## config.mk

```make
export PLATFORM = sky130hd
export DESIGN_NAME = snake_game_ctrl_flat
export DESIGN_NICKNAME = d
export VERILOG_FILES = /design/src/rtl/snake_game_ctrl_if.sv /design/src/rtl/snake_game_ctrl.sv /design/src/flat_wrapper.sv
export SDC_FILE = /design/constraint.sdc
export NUM_CORES = 1
export LEC_CHECK = 0
export CORE_MARGIN = 2
export CORE_UTILIZATION = 60
export CTS_CLUSTER_SIZE = 28
export DETAILED_ROUTE_END_ITERATION = 10
export PLACE_DENSITY = 0.81
export SLEW_MARGIN = 0
export SYNTH_ARGS = -nofsm -noshare
export SYNTH_HDL_FRONTEND = slang
export SYNTH_SLANG_ARGS = --single-unit
export TNS_END_PERCENT = 30
```

## constraint.sdc

```tcl
create_clock -name clk -period 4.1 [get_ports clk]
set_input_delay 0.82 -clock clk [delete_from_list [all_inputs] [get_ports clk]]
set_output_delay 0.82 -clock clk [all_outputs]
set_load 0.02 [all_outputs]
```

## src/rtl/snake_game_ctrl_if.sv

```systemverilog
// Signal bundle between the snake game controller and its datapath/board.
//   master : the datapath side (drives buttons, collision, apple_eaten)
//   slave  : the controller side (drives game_mode, choice, board_w, dir,
//            move_tick, start, score)
interface snake_game_ctrl_if;
  logic       up;
  logic       down;
  logic       left;
  logic       right;
  logic       collision;
  logic       apple_eaten;
  logic [1:0] game_mode;
  logic [1:0] choice;
  logic [3:0] board_w;
  logic [1:0] dir;
  logic       move_tick;
  logic       start;
  logic [7:0] score;

  modport master (
    output up, down, left, right, collision, apple_eaten,
    input  game_mode, choice, board_w, dir, move_tick, start, score
  );

  modport slave (
    input  up, down, left, right, collision, apple_eaten,
    output game_mode, choice, board_w, dir, move_tick, start, score
  );
endinterface

```

## src/rtl/snake_game_ctrl.sv

```systemverilog
// Snake game control FSM: menu selection, game start, heading control,
// move-tick timing with speed-up on apples, game-over handling.
// Ports:
//   clk      : clock, all state updates on rising edge
//   reset_n  : asynchronous active-low reset
//   bus      : snake_game_ctrl_if.slave (buttons, collision, apple_eaten in;
//              game_mode, choice, board_w, dir, move_tick, start, score out)
//
// state | meaning
// MENU  | choose board size with left/right, up starts a game
// PLAY  | snake moving, move_tick every period cycles
// OVER  | game ended by collision, any press returns to MENU
module snake_game_ctrl #(
  parameter int MOVE_PERIOD = 10000000,
  parameter int MIN_PERIOD  = 2000000,
  parameter int SPEED_STEP  = 500000
) (
  input  logic                clk,
  input  logic                reset_n,
  snake_game_ctrl_if.slave    bus
);

  typedef enum logic [1:0] {
    MENU = 2'b00,
    PLAY = 2'b01,
    OVER = 2'b10
  } mode_e;

  localparam logic [23:0] MOVE_P = 24'(MOVE_PERIOD);
  localparam logic [23:0] MIN_P  = 24'(MIN_PERIOD);
  localparam logic [23:0] STEP_P = 24'(SPEED_STEP);

  mode_e       mode_q;
  logic [1:0]  choice_q;
  logic [3:0]  board_w_q;
  logic [1:0]  dir_q;
  logic [1:0]  pend_q;
  logic        tick_q;
  logic        start_q;
  logic [7:0]  score_q;
  logic [23:0] cnt_q;
  logic [23:0] period_q;
  logic [3:0]  btn_q;

  logic [3:0]  btn_now;
  logic [3:0]  press;
  logic        any_press;
  logic [1:0]  sel_dir;
  logic [3:0]  board_w_d;
  logic [23:0] period_d;
  logic [24:0] dec_floor;
  logic        tick_hit;

  // bit order: up, down, left, right (priority high to low)
  assign btn_now   = {bus.up, bus.down, bus.left, bus.right};
  assign press     = btn_now & ~btn_q;
  assign any_press = |press;

  always_comb begin
    sel_dir = 2'b00;
    if (press[3])      sel_dir = 2'b10;
    else if (press[2]) sel_dir = 2'b11;
    else if (press[1]) sel_dir = 2'b01;
    else               sel_dir = 2'b00;
  end

  always_comb begin
    board_w_d = 4'd10;
    case (choice_q)
      2'd0:    board_w_d = 4'd6;
      2'd1:    board_w_d = 4'd8;
      default: board_w_d = 4'd10;
    endcase
  end

  // Subtract only when the result stays at or above the floor; the compare
  // is done one bit wider so MIN+STEP cannot wrap.
  assign dec_floor = {1'b0, MIN_P} + {1'b0, STEP_P};
  assign period_d  = ({1'b0, period_q} >= dec_floor) ? (period_q - STEP_P) : MIN_P;

  // >= rather than == so a period shortened below the running count still
  // produces a tick on the next cycle instead of letting the counter run away.
  assign tick_hit = (cnt_q >= (period_q - 24'd1));

  always_ff @(posedge clk or negedge reset_n) begin
    if (!reset_n) begin
      mode_q    <= MENU;
      choice_q  <= 2'd0;
      board_w_q <= 4'd10;
      dir_q     <= 2'b00;
      pend_q    <= 2'b00;
      tick_q    <= 1'b0;
      start_q   <= 1'b0;
      score_q   <= 8'd0;
      cnt_q     <= 24'd0;
      period_q  <= MOVE_P;
      // buttons held through reset must be released before they count
      btn_q     <= 4'b1111;
    end else begin
      btn_q   <= btn_now;
      start_q <= 1'b0;
      tick_q  <= 1'b0;
      case (mode_q)
        MENU: begin
          if (press[3]) begin
            board_w_q <= board_w_d;
            start_q   <= 1'b1;
            mode_q    <= PLAY;
            dir_q     <= 2'b00;
            pend_q    <= 2'b00;
            score_q   <= 8'd0;
            cnt_q     <= 24'd0;
            period_q  <= MOVE_P;
          end else if (press[2]) begin
            choice_q <= choice_q;
          end else if (press[1]) begin
            if (choice_q != 2'd0) choice_q <= choice_q - 2'd1;
          end else if (press[0]) begin
            if (choice_q < 2'd2) choice_q <= choice_q + 2'd1;
          end
        end
        PLAY: begin
          if (bus.collision) begin
            mode_q <= OVER;
          end else begin
            if (tick_hit) begin
              cnt_q  <= 24'd0;
              tick_q <= 1'b1;
              dir_q  <= pend_q;
            end else begin
              cnt_q <= cnt_q + 24'd1;
            end
            // reversal check uses the committed heading before this edge;
            // opposite headings differ only in the LSB
            if (any_press && (sel_dir != (dir_q ^ 2'b01))) pend_q <= sel_dir;
            if (bus.apple_eaten) begin
              if (score_q != 8'hFF) score_q <= score_q + 8'd1;
              period_q <= period_d;
            end
          end
        end
        OVER: begin
          if (any_press) begin
            mode_q   <= MENU;
            choice_q <= 2'd0;
          end
        end
        default: mode_q <= MENU;
      endcase
    end
  end

  assign bus.game_mode = mode_q;
  assign bus.choice    = choice_q;
  assign bus.board_w   = board_w_q;
  assign bus.dir       = dir_q;
  assign bus.move_tick = tick_q;
  assign bus.start     = start_q;
  assign bus.score     = score_q;

endmodule

```

## src/flat_wrapper.sv

```systemverilog
// flat-port wrapper written by rule: the top's interface ports become plain ports
module snake_game_ctrl_flat 
#(
  parameter int MOVE_PERIOD = 10000000,
  parameter int MIN_PERIOD  = 2000000,
  parameter int SPEED_STEP  = 500000
)
  (clk, reset_n, bus_up, bus_down, bus_left, bus_right, bus_collision, bus_apple_eaten, bus_game_mode, bus_choice, bus_board_w, bus_dir, bus_move_tick, bus_start, bus_score);
  snake_game_ctrl_if bus_i ();
  input  logic clk;
  input  logic reset_n;
  input wire logic [$bits(bus_i.up)-1:0] bus_up;
  input wire logic [$bits(bus_i.down)-1:0] bus_down;
  input wire logic [$bits(bus_i.left)-1:0] bus_left;
  input wire logic [$bits(bus_i.right)-1:0] bus_right;
  input wire logic [$bits(bus_i.collision)-1:0] bus_collision;
  input wire logic [$bits(bus_i.apple_eaten)-1:0] bus_apple_eaten;
  output wire logic [$bits(bus_i.game_mode)-1:0] bus_game_mode;
  output wire logic [$bits(bus_i.choice)-1:0] bus_choice;
  output wire logic [$bits(bus_i.board_w)-1:0] bus_board_w;
  output wire logic [$bits(bus_i.dir)-1:0] bus_dir;
  output wire logic [$bits(bus_i.move_tick)-1:0] bus_move_tick;
  output wire logic [$bits(bus_i.start)-1:0] bus_start;
  output wire logic [$bits(bus_i.score)-1:0] bus_score;
  assign bus_i.up = bus_up;
  assign bus_i.down = bus_down;
  assign bus_i.left = bus_left;
  assign bus_i.right = bus_right;
  assign bus_i.collision = bus_collision;
  assign bus_i.apple_eaten = bus_apple_eaten;
  assign bus_game_mode = bus_i.game_mode;
  assign bus_choice = bus_i.choice;
  assign bus_board_w = bus_i.board_w;
  assign bus_dir = bus_i.dir;
  assign bus_move_tick = bus_i.move_tick;
  assign bus_start = bus_i.start;
  assign bus_score = bus_i.score;
  snake_game_ctrl #(.MOVE_PERIOD(MOVE_PERIOD), .MIN_PERIOD(MIN_PERIOD), .SPEED_STEP(SPEED_STEP)) u_core (.clk(clk), .reset_n(reset_n), .bus(bus_i));
endmodule
```

* Yosys cells after proc, flatten, opt, wreduce, memory -nomap -nowiden
Index checks and enable logic that the tools add are counted.
** Cells by class
- Add/subtract/negate cells :: 6
- Reduce and logical (&&, ||, !) cells :: 15
- Equality and inequality tests :: 18
- Multiplexer cells :: 41
- $lt $le $gt $ge :: 3
- Bitwise gates (word level) :: 3
** Operators by type and width (count)
- 2-to-1 mux 24 bit :: 7
- one-hot mux 24 bit (2 select lines) :: 2
- 2-to-1 mux 2 bit :: 16
- 2-to-1 mux 8 bit :: 4
- adder 24 x 1 -> 24 bit, second input constant :: 1
- greater-or-equal comparator 24 x 22 -> 1 bit, second input constant :: 1
- greater-or-equal comparator 24 bit :: 1
- subtractor 24 x 1 -> 24 bit, second input constant :: 1
- subtractor 24 x 19 -> 24 bit, second input constant :: 1
- one-hot mux 8 bit (2 select lines) :: 1
- one-hot mux 2 bit (2 select lines) :: 3
- AND reduction 4 bit :: 3
- != test 2 x 1 -> 1 bit, second input constant :: 5
- != test 2 bit, second input constant :: 5
- adder 8 x 1 -> 8 bit, second input constant :: 1
- != test 8 bit, second input constant :: 1
- one-hot mux 4 bit (2 select lines) :: 1
- AND reduction 7 bit :: 1
- 2-to-1 mux 1 bit :: 6
- != test 3 x 1 -> 1 bit, second input constant :: 2
- one-hot mux 2 bit (3 select lines) :: 1
- AND reduction 3 bit :: 2
- nonzero test 2 bit :: 3
- AND reduction 5 bit :: 1
- other kinds (14) :: 16
** Word-level totals
- Register bits :: 74
- Bits of input ports :: 8
- Output and inout port bits :: 20

* Longest topological paths before layout
- Depth after elaboration :: 10
- Depth in mapped cells :: 14
- Gate-level depth less buffers :: 13

* Worst setup path after synthesis
Ideal clock, no wire load.
- Path kind :: reg2reg
- Start :: reg u_core.period_q[13]
- End :: reg u_core.dir_q[1], in the netlist u_core.bus.dir[1]
- Cell stages (with the launch flop) :: 15
- Arrival :: 3150 ps
- Setup time :: 78 ps
- Setup slack :: 872 ps
- Cell sequence :: dfrtp_1 -> clkbuf_1 -> or3_1 -> nor4_1 -> nand2_1 -> nor3b_1 -> xnor2_1 -> ha_1 -> nand4_1 -> a311o_1 -> o2111ai_1 -> a211oi_2 -> nor2_1 -> buf_2 -> o2bb2ai_1
** On the way
- Word-level cells in the longest chain between the ends :: 4
** RTL lines
- from (decl) :: line snake_game_ctrl.sv:42 : logic [23:0] period_q;
- from (signal assigned) :: line snake_game_ctrl.sv:138 : period_q <= period_d;
- subtractor 24 x 1 -> 24 bit :: line snake_game_ctrl.sv:83 : assign tick_hit = (cnt_q >= (period_q - 24'd1));
- greater-or-equal comparator 24 bit :: line snake_game_ctrl.sv:83
- != test 2 x 1 -> 1 bit (no line)
- AND reduction 4 bit (no line)
- to (signal assigned) :: line snake_game_ctrl.sv:129 : dir_q <= pend_q;
- to (decl) :: line snake_game_ctrl.sv:36 : logic [1:0] dir_q;
Every way passes these cells.
A chain may end at the register's enable or synchronous reset.

* Final worst setup path
- Start :: reg u_core.period_q[14]
- End :: reg u_core.cnt_q[5]
** On the way
- Word-level cells in the longest chain between the ends :: 5
** RTL lines
- subtractor 24 x 1 -> 24 bit :: line snake_game_ctrl.sv:83
- greater-or-equal comparator 24 bit :: line snake_game_ctrl.sv:83
- 2-to-1 mux 24 bit :: line snake_game_ctrl.sv:126 : if (tick_hit) begin
- 2-to-1 mux 24 bit :: line snake_game_ctrl.sv:123 : if (bus.collision) begin
- one-hot mux 24 bit (2 select lines) :: line snake_game_ctrl.sv:103 : case (mode_q)
- to (signal assigned) :: line snake_game_ctrl.sv:131 : cnt_q <= cnt_q + 24'd1;
- to (decl) :: line snake_game_ctrl.sv:41 : logic [23:0] cnt_q;
Every way passes these cells. The select of a mux whose other input is x is not followed.

==> impl_metrics.json <==
{
  "status": "complete, no violations",
  "postRouteAntennaNets": 0,
  "cts_max_level": 3,
  "track_usage_pct": 25.53,
  "clkPwrFrac_pct": 25.2,
  "tightest_slew_ns": 0.9200,
  "final_cells": 585,
  "switching_share_pct": 38.44,
  "synthCells": 461,
  "ios": 28,
  "ys.flop_type": "dfrtp_1",
  "cap_violations": 0,
  "drive_above_1_share_pct": 11.86,
  "gp_congestion": 0.8809,
  "grt_overflow": 0,
  "clock_latency_ns": 0.36,
  "area_delta_synth_final_pct": 13.22,
  "finalWorstSetupSlack_ns": 0.4629,
  "hp-class": "in2async",
  "synthArstFlopShare_pct": 100.0,
  "finalHoldViolCount": 0,
  "grt_use_met1_pct": 35.88,
  "setup_tns_ns": 0,
  "cts_sinks": 68,
  "cts_inserted_buffers": 9,
  "setup_viol": 0,
  "leakagePower_uw": 0.002134,
  "start_util_pct": 62.71,
  "power_density_mw_per_mm2": 532.8,
  "cts.clk_slew.worst_paths_ns": 0.08,
  "syn_area_per_cell_um2": 9.345,
  "chipWidth_um": 88.74,
  "synth-simple-area-share_pct": 24.66,
  "post_drt_wl_per_cell_um": 16.48,
  "dr_total_vias": 3607,
  "grt_pass1_wl_um": 15630,
  "clock_skew_ns": 0.01188,
  "critPathArrivalTime_ns": 3.92,
  "use_met3_pct": 4.198,
  "synth_edf_count": 0,
  "yosysUniqueCellTypes": 68,
  "critPathCaptureType": "flop",
  "diodes": 0,
  "antenna_found_initial": 0,
  "drt-initial-drc-count": 274,
  "dp_cells": 569,
  "min_period_ns": 3.637,
  "synth_xor_area_share_pct": 8.946,
  "use_met2_pct": 39.62,
  "final_common_cell": "dfrtp_1",
  "synth_compound_area_share_pct": 13.68,
  "synth_nets": 496,
  "slew_headroom_pct": 38.55,
  "die_area_mm2": 0.007874,
  "drc_errors": 0,
  "synth_area_mm2": 0.004308,
  "p_int_uw": 1600,
  "fp-row-count": 30,
  "firstDrtPassIters": 5,
  "grt_start_max_net_pins": 47,
  "core_mm2": 0.006869,
  "placed_area_mm2": 0.004636,
  "switching_power_uw": 998.7,
  "layout.nets": 519,
  "tritoncts": "done",
  "pre_cts_ws_ns": 0.3765,
  "fin_area_mm2": 0.004877,
  "ys_warn_count": 0,
  "synth_seq_area_share_pct": 39.91,
  "sequentialPowerShare_pct": 40.2,
  "criticalPathCategory": "reg2reg",
  "clock_path_buffers": 2,
  "synth_seq_cells": 68,
  "mostFrequentLayoutCells": "dfrtp_1, nor2_1, nand2_1, xor2_1, ha_1",
  "drt_wl_total_um": 9638,
  "utilization_pct": 71.00,
  "port_buffers": 26,
  "p_comb_share_pct": 34.6,
  "fmax_mhz": 274.9,
  "rsz0062_at_grt": "false",
  "fin_crit_sh_pct": 88.71,
  "synth_top_family_by_area": "simple AND/OR/NAND/NOR gates",
  "maxSlewViolCount": 0,
  "gr-max-usage-layer": "met2",
  "postCtsHoldBufs": 0,
  "cts.root.buffer_cell": "clkbuf_8",
  "grt_pass1_vias": 3266,
  "hpwl_um": 6698,
  "die_h_um": 88.74,
  "synthMuxAreaShare_pct": 1.481,
  "synth_adder_area_share_pct": 7.842,
  "start_kind": "flop",
  "viasPerCell": 6.166,
  "irDropWorstVdd_mv": 0.4019,
  "crit_fanout": 19,
  "critPathRequiredTime_ns": 4.38
}
[cells by family after synthesis]
kind of cell | after synthesis
compound gates | 83
xor+xnor | 44
fa+ha+maj | 27
buf+inv | 33
flops | 68
mux | 6
other cells | 1
simple gates | 199
[critical path, cell delays in order, from the launching register on]
cell	delay (ns)
dfrtp_1	0.50
or3_1	0.48
nor4_2	0.29
nand2_1	0.14
nor3b_1	0.24
xnor2_1	0.16
ha_1	0.27
nand4_1	0.15
a311o_1	0.13
o2111ai_1	0.23
a211oi_2	0.45
nor2_1	0.14
buf_4	0.24
nor2_1	0.13
[final cells by class]
| type | instances | area [um^2] |
|---|---|---|
| fill | 531 | 1992 |
| inverter | 13 | 53.80 |
| multi-input combinational | 360 | 2449 |
| clock buffer | 11 | 151.4 |
| timing repair buffer | 32 | 300.3 |
| sequential | 68 | 1719 |
| clock inverter | 5 | 83.83 |
| tap | 96 | 120.1 |
[timing repair]
| action | CTS | global route |
|---|---|---|
| buffers inserted | 0 | 0 |
| setup endpoints to repair | 0 | 19 |
| resized for setup | 0 | 1 |
[sequential cells by signal (all words and copies together) (netlist names)]
name and flops:
u_core.bus.start 1, u_core.bus.move_tick 1, u_core.bus.dir 2, u_core.pend_q 2, u_core.bus.choice 2, u_core.bus.game_mode 2
u_core.bus.score 8, u_core.cnt_q 24, u_core.period_q 19, u_core.bus.board_w 3, u_core.btn_q 4
[routing by layer]
metal	part of all wire [%]	vias up
li1	-	1698
met1	46	1782
met2	48	108
met3	4.8	19
met4	1.8	0
met5	0	-
[cell usage after synthesis (4+ instances only)]
cell	count	area share (%)
a21o_1	7	1.2
a21oi_1	15	1.7
and3_1	10	1.5
and4_1	4	0.81
buf_2	5	0.58
clkbuf_1	13	1.1
dfrtp_1	54	31
dfstp_2	14	8.5
ha_1	27	7.8
inv_1	11	0.96
nand2_1	39	3.4
nand2b_1	5	0.73
nand3_1	26	3.0
nand4_1	13	1.9
nor2_1	48	4.2
nor2_2	4	0.58
nor2b_1	8	1.2
nor3_1	12	1.4
nor3b_1	5	0.87
nor4_1	6	0.87
o21ai_0	22	2.6
o31ai_1	6	1.0
xnor2_1	17	3.5
xor2_1	27	5.5
[per-stage QoR]
step / total power [uW] / hold slack (ns)
after floorplan: 1661 / 0.4565
after global placement: 1896 / 0.4595
after detailed placement: 1933 / 0.4712
after CTS: 2587 / 0.4494
after global routing: 2746 / 0.4765
final: 2598 / 0.4340
[power groups by stage]
| stage | clock (uW) | combinational [uW] | sequential (uW) |
|---|---|---|---|
| floorplan | 0 | 693 | 968 |
| CTS | 658 | 893 | 1040 |
| finish | 654 | 900 | 1040 |
| global route | 678 | 1000 | 1060 |
| global placement | 0 | 859 | 1040 |
| detailed placement | 0 | 887 | 1050 |
[worst paths after layout]
check / from / end / slack, ns / depth (start not counted)
max: u_core.period_q[14] / u_core.cnt_q[5] / 0.46 / 13
min reg2reg: u_core.bus.board_w[1] / u_core.bus.board_w[1] / 0.49 / 2
min: reset_n / u_core.period_q[18] / 0.43 / 1
max in group asynchronous: reset_n / u_core.period_q[7] / 2.68 / 2
min in group clk: u_core.bus.board_w[1] / u_core.bus.board_w[1] / 0.49 / 2
max reg2reg: u_core.period_q[14] / u_core.cnt_q[5] / 0.46 / 13
No activity file was read; power rests on OpenSTA's default activity.
